==> src/rtl/instream_bank.sv <==
// instream_bank: multi-channel replay buffer feeding the node-array input
// ports. Each channel holds a preloaded word buffer and streams it out over a
// valid/ready handshake at one word per cycle, with optional looping, abort
// and a done pulse at the end of a non-looping stream.
//
//   state  | meaning
//   -------+---------------------------------------------------------------
//   S_IDLE | channel parked, out_valid low, length may be rewritten
//   S_RUN  | out_data/out_valid present buf[idx], advancing on each transfer
//
// The word for the next beat is read combinationally from the buffer and
// captured into out_data at the transfer edge, so there is no bubble between
// words and a later load to the presented address cannot disturb out_data.
module instream_bank #(
  parameter  int WIDTH = 11,
  parameter  int DEPTH = 64,
  parameter  int NCH   = 4,
  localparam int AW    = $clog2(DEPTH),
  localparam int CW    = (NCH > 1) ? $clog2(NCH) : 1
) (
  input  logic                 clk,
  input  logic                 rst,
  input  logic                 i_load_en,
  input  logic [CW-1:0]        i_load_ch,
  input  logic [AW-1:0]        i_load_addr,
  input  logic [WIDTH-1:0]     i_load_data,
  input  logic                 i_len_we,
  input  logic [AW:0]          i_len_val,
  input  logic [NCH-1:0]       i_start,
  input  logic [NCH-1:0]       i_stop,
  input  logic [NCH-1:0]       i_loop,
  input  logic [NCH-1:0]       i_out_ready,
  output logic [NCH-1:0]       o_out_valid,
  output logic [NCH*WIDTH-1:0] o_out_data,
  output logic [NCH-1:0]       o_busy,
  output logic [NCH-1:0]       o_done
);

  typedef enum logic {S_IDLE = 1'b0, S_RUN = 1'b1} state_t;

  localparam logic [AW:0] LEN_MAX = (AW+1)'(DEPTH);

  // Lengths above DEPTH would index past the buffer, so saturate them here.
  logic [AW:0] w_len_clamped;
  assign w_len_clamped = (i_len_val > LEN_MAX) ? LEN_MAX : i_len_val;

  for (genvar c = 0; c < NCH; c++) begin : g_ch
    logic [WIDTH-1:0] r_mem [DEPTH];
    state_t           r_state;
    logic [AW:0]      r_idx;
    logic [AW:0]      r_len;
    logic [WIDTH-1:0] r_data;
    logic             r_valid;
    logic             r_done;

    logic             w_sel;
    logic             w_xfer;
    logic             w_more;
    logic [AW:0]      w_nidx;
    logic [WIDTH-1:0] w_word0;
    logic [WIDTH-1:0] w_wordn;

    assign w_sel   = (i_load_ch == CW'(c));
    assign w_xfer  = r_valid & i_out_ready[c];
    assign w_nidx  = r_idx + 1'b1;
    // Unsigned AW+1-bit compare: len = DEPTH ends cleanly after word DEPTH-1.
    assign w_more  = (w_nidx < r_len);
    assign w_word0 = r_mem[0];
    assign w_wordn = r_mem[w_nidx[AW-1:0]];

    // Buffer write port; contents are deliberately left unreset.
    always_ff @(posedge clk) begin
      if (i_load_en && w_sel) begin
        r_mem[i_load_addr] <= i_load_data;
      end
    end

    // Channel sequencer: length register, handshake data path and done pulse.
    always_ff @(posedge clk or posedge rst) begin
      if (rst) begin
        r_state <= S_IDLE;
        r_idx   <= '0;
        r_len   <= '0;
        r_data  <= '0;
        r_valid <= 1'b0;
        r_done  <= 1'b0;
      end else begin
        r_done <= 1'b0;
        // A length change under a running or just-starting stream is dropped.
        if (i_len_we && w_sel && (r_state == S_IDLE) && !i_start[c]) begin
          r_len <= w_len_clamped;
        end
        case (r_state)
          S_IDLE: begin
            if (i_start[c] && !i_stop[c]) begin
              if (r_len != '0) begin
                r_state <= S_RUN;
                r_idx   <= '0;
                r_data  <= w_word0;
                r_valid <= 1'b1;
              end else begin
                r_done <= 1'b1;
              end
            end
          end
          S_RUN: begin
            if (i_stop[c]) begin
              r_state <= S_IDLE;
              r_valid <= 1'b0;
            end else if (w_xfer) begin
              if (w_more) begin
                r_idx  <= w_nidx;
                r_data <= w_wordn;
              end else if (i_loop[c]) begin
                r_idx  <= '0;
                r_data <= w_word0;
              end else begin
                r_state <= S_IDLE;
                r_valid <= 1'b0;
                r_done  <= 1'b1;
              end
            end
          end
          default: begin
            r_state <= S_IDLE;
            r_valid <= 1'b0;
          end
        endcase
      end
    end

    assign o_out_valid[c]                = r_valid;
    assign o_out_data[c*WIDTH +: WIDTH]  = r_data;
    assign o_busy[c]                     = (r_state == S_RUN);
    assign o_done[c]                     = r_done;
  end

endmodule

==> config.mk <==
export PLATFORM = sky130hd
export DESIGN_NAME = instream_bank
export DESIGN_NICKNAME = d
export VERILOG_FILES = /design/src/rtl/instream_bank.sv
export SDC_FILE = /design/constraint.sdc
export NUM_CORES = 2
export LEC_CHECK = 0
export CORE_UTILIZATION = 50
export DETAILED_ROUTE_END_ITERATION = 8
export PLACE_DENSITY = 0.66
export SLEW_MARGIN = 0
export SYNTH_ARGS = -nofsm -noshare
export SYNTH_HDL_FRONTEND = slang
export SYNTH_SLANG_ARGS = --single-unit
export TNS_END_PERCENT = 30
==> constraint.sdc <==
create_clock -name clk -period 4.61 [get_ports clk]
set_input_delay 0.461 -clock clk [delete_from_list [all_inputs] [get_ports clk]]
set_output_delay 0.461 -clock clk [all_outputs]
set_load 0.005 [all_outputs]
==> impl_metrics.ini <==
[layout]
drive_above_1_share = 0.2406
final_nets = 6295
final_cell_mix = 2816 x edfxtp_1, 716 x mux4_2, 623 x nand2_1
synthToLayoutAreaGrowth_pct = 13.82
fin_area_sq_mm = 0.1307
final_common_cell = edfxtp_1

[setup_path]
crit_type = reg2reg
crit_required_ns = 5.43
worstRegToRegCells = 11
cp_data_arrival_time_ns = 4.58
endpoint_kind = flop
crit_fanout = 20
rrSetupSlack_ns = 0.84
reg2reg_from = g_ch[1].r_idx[2]
cp-start-kind = flop
r2r-end = g_ch[1].r_data[3]

[placed_design]
gp_congestion = 0.8682
dpl.hpwl_mm = 179.7
port_buffers = 101
pre_cts_ws_ns = 0.9708
post_dp_cell_area_sq_mm = 0.1212

[floorplan]
coreArea_sq_mm = 0.2277
boundaryPins = 102
dieArea_sq_mm = 0.2316
start_util = 0.5043
die_x_microns = 481.2
std_cell_rows = 175
chipHeight_microns = 481.2

[min_path]
hold-path-cell-count = 1
min_from = i_load_data[10]
hold_class = in2reg
min_to = g_ch[0].r_mem[9][10]

[timing]
worst_slack_ns = 0.8413
setup_viol = 0
hold_viol = 0
worst_pin_slew_ns = 1.293
skew_ns = 0.04228
fmax_mhz = 265.3
drv_slew = 0
slew_headroom = 0.1356
period_needed_ns = 3.769
tns_ns = 0
period_share = 0.8175
rsz0062_at_grt = false
holdWs_ns = 0.01405

[pwr]
power_density_mw_per_mm2 = 536.7
p_leak_uw = 0.04123
ir_drop_uv = 544.0
p_comb_frac = 0.235
switching_share = 0.2710
clock_power_share = 0.339
p_sw_uw = 19010
p_seq_frac = 0.426
fin_total_pwr_uw = 70150
p_int_uw = 51140

[global_routing]
antenna_found_initial = 13
grt_remaining_overflow = 0
grt_pass1_wl_mm = 425.8
grt_max_degree = 151
grt_pass1_vias = 58620
grt_use_total = 0.2581

[synthesis]
synthXorXnorAreaFrac = 0.001656
synth_edf_count = 2816
synth_ff_type = edfxtp_1
synth_warnings = 0
synthArstFlopShare = 0.03825
synth_fa_ha_area_frac = 0.003051
synth_cell_type_count = 73
syn-num-nets = 5884
synthSimpleGateAreaFrac = 0.04681
syn_area_sq_mm = 0.1148
ys_seq_elements = 2928
yosysSeqAreaShare = 0.7608
synth.area.mux_share = 0.1477
postSynthCellCount = 5810
synth_top_family_by_area = multiplexers
synth.avg_cell_area_sq_um = 19.76
synth_compound_area_frac = 0.02401

[clock_network]
cts_root_buf = clkbuf_16
clock_path_buffers = 4
numCtsBuffers = 305
ctsResizeCount = 0
clock_sinks = 2928
cts_tree = yes
clkSlewWorstSetupHoldPaths_ns = 0.06
cts_setup_buffers = 0
htreeDepth = 5
clk_latency_ns = 0.94

[routing]
detail_route.wirelength_mm = 295.8
antenna_left = 0
dr.pass1.iters = 8
post_drt_via_cell_ratio = 6.212
initialDrtViolationCount = 7012
num_vias = 58740
route.detailed.drc = 0
wl_per_cell_microns = 31.28

[run]
drv_cap = 0

[status]
status = finished, final reports clean
-- critical path, stage by stage, from the launching register on --
cell     delay (ns)
dfrtp_1        0.54
nand3_1        0.14
nor2_1         0.06
xnor2_1        0.43
inv_1          0.35
ha_1           0.41
and4_1         0.21
or4b_1         0.52
nor2_1         0.37
buf_4          0.32
o311a_1        0.21
o31ai_1        0.07
-- worst max-delay path by stage --
stage	start	to	slack, ns	depth (start not counted)
finish	g_ch[1].r_idx[2]	g_ch[1].r_data[3]	0.84	11
detailed placement	i_load_addr[3]	g_ch[2].r_mem[8][10]	0.97	5
CTS	g_ch[0].r_idx[0]	g_ch[0].r_idx[3]	0.98	9
global route	g_ch[1].r_idx[3]	g_ch[1].r_data[10]	0.63	11
global placement	i_load_addr[3]	g_ch[2].r_mem[11][6]	1.05	5
floorplan	g_ch[2].r_idx[1]	g_ch[2].r_data[0]	1.12	15
-- layer usage --
layer,routed length [microns],vias up,global-route usage
met5,29,-,0
met4,10520,4,0.09078
met3,26470,483,0.05670
met2,142200,2737,0.4054
met1,116500,31140,0.3589
li1,-,24380,-
-- cell usage after synthesis (11+ instances only) --
library cell | number | share of area
nor3_1 | 13 | 0.00057
clkbuf_1 | 164 | 0.0054
o21ai_0 | 55 | 0.0024
a211oi_1 | 35 | 0.0023
o21ai_1 | 11 | 0.00048
nor2_1 | 363 | 0.012
o31ai_1 | 39 | 0.0025
and3_1 | 38 | 0.0021
nor2b_1 | 12 | 0.00065
xnor2_1 | 12 | 0.00092
a32oi_1 | 23 | 0.0018
o211ai_1 | 22 | 0.0014
o22ai_1 | 13 | 0.00071
buf_2 | 99 | 0.0043
nor4b_1 | 13 | 0.00099
nand3_1 | 103 | 0.0045
edfxtp_1 | 2816 | 0.74
mux2i_1 | 68 | 0.0059
nand4_1 | 26 | 0.0014
a22oi_1 | 12 | 0.00078
inv_1 | 45 | 0.0015
a21oi_1 | 26 | 0.0011
buf_1 | 31 | 0.0010
a311oi_1 | 45 | 0.0034
mux4_2 | 716 | 0.14
a21o_1 | 11 | 0.00072
dfrtp_1 | 112 | 0.024
mux2_2 | 14 | 0.0014
ha_1 | 28 | 0.0031
nand2_1 | 623 | 0.020
and2_1 | 19 | 0.0010
buf_4 | 41 | 0.0027
a31oi_1 | 35 | 0.0019
-- sequential cells by signal (all words and copies together) (netlist names) --
name	flops
g_ch.r_idx	28
g_ch.r_mem	2816
g_ch.r_data	44
g_ch.r_done	4
g_ch.r_valid	4
g_ch.r_len	28
g_ch.r_state	4
-- area by class of cell --
cell class,instances,area (sq um)
fillers,16650,97020
flip-flops and latches,2928,87380
multi-input cells,2487,25820
clock buffers,364,7939
repair buffers,450,4016
well taps,3009,3765
clock inverters,159,1558
inverters,49,192.7
diodes,11,27.53
-- cells by family (layout without fill, tap and decap cells) --
kind of cell | count (synthesis) | count (layout)
muxes | 798 | 798
and+or+nand+nor | 1261 | 1261
AOI/OAI and AO/OA | 380 | 380
other | 0 | 11
xor gates and xnor gates | 20 | 20
buffers and inverters | 395 | 1022
DFF | 2928 | 2928
adders and majority gates | 28 | 28
-- power by group through the flow --
stage	combinational [uW]	sequential, uW	clock, uW
floorplan	11800	30200	0
global placement	16600	30500	0
detailed placement	16600	30500	0
CTS	16700	29900	24100
global route	17500	29900	25100
finish	16500	29900	23800
-- metrics by stage --
step                cells    util
finish               9457  0.5740
detailed placement   8921  0.5320
CTS                  9446  0.5738
global route         9450  0.5739
global placement     8920  0.5320
floorplan            5810       -
-- repair_timing --
action / CTS / global route
hold endpoints to repair: 53 / 0
setup endpoints to repair: 0 / 0
hold buffers: 2 / 0
(Power assumes the default switching activity.)
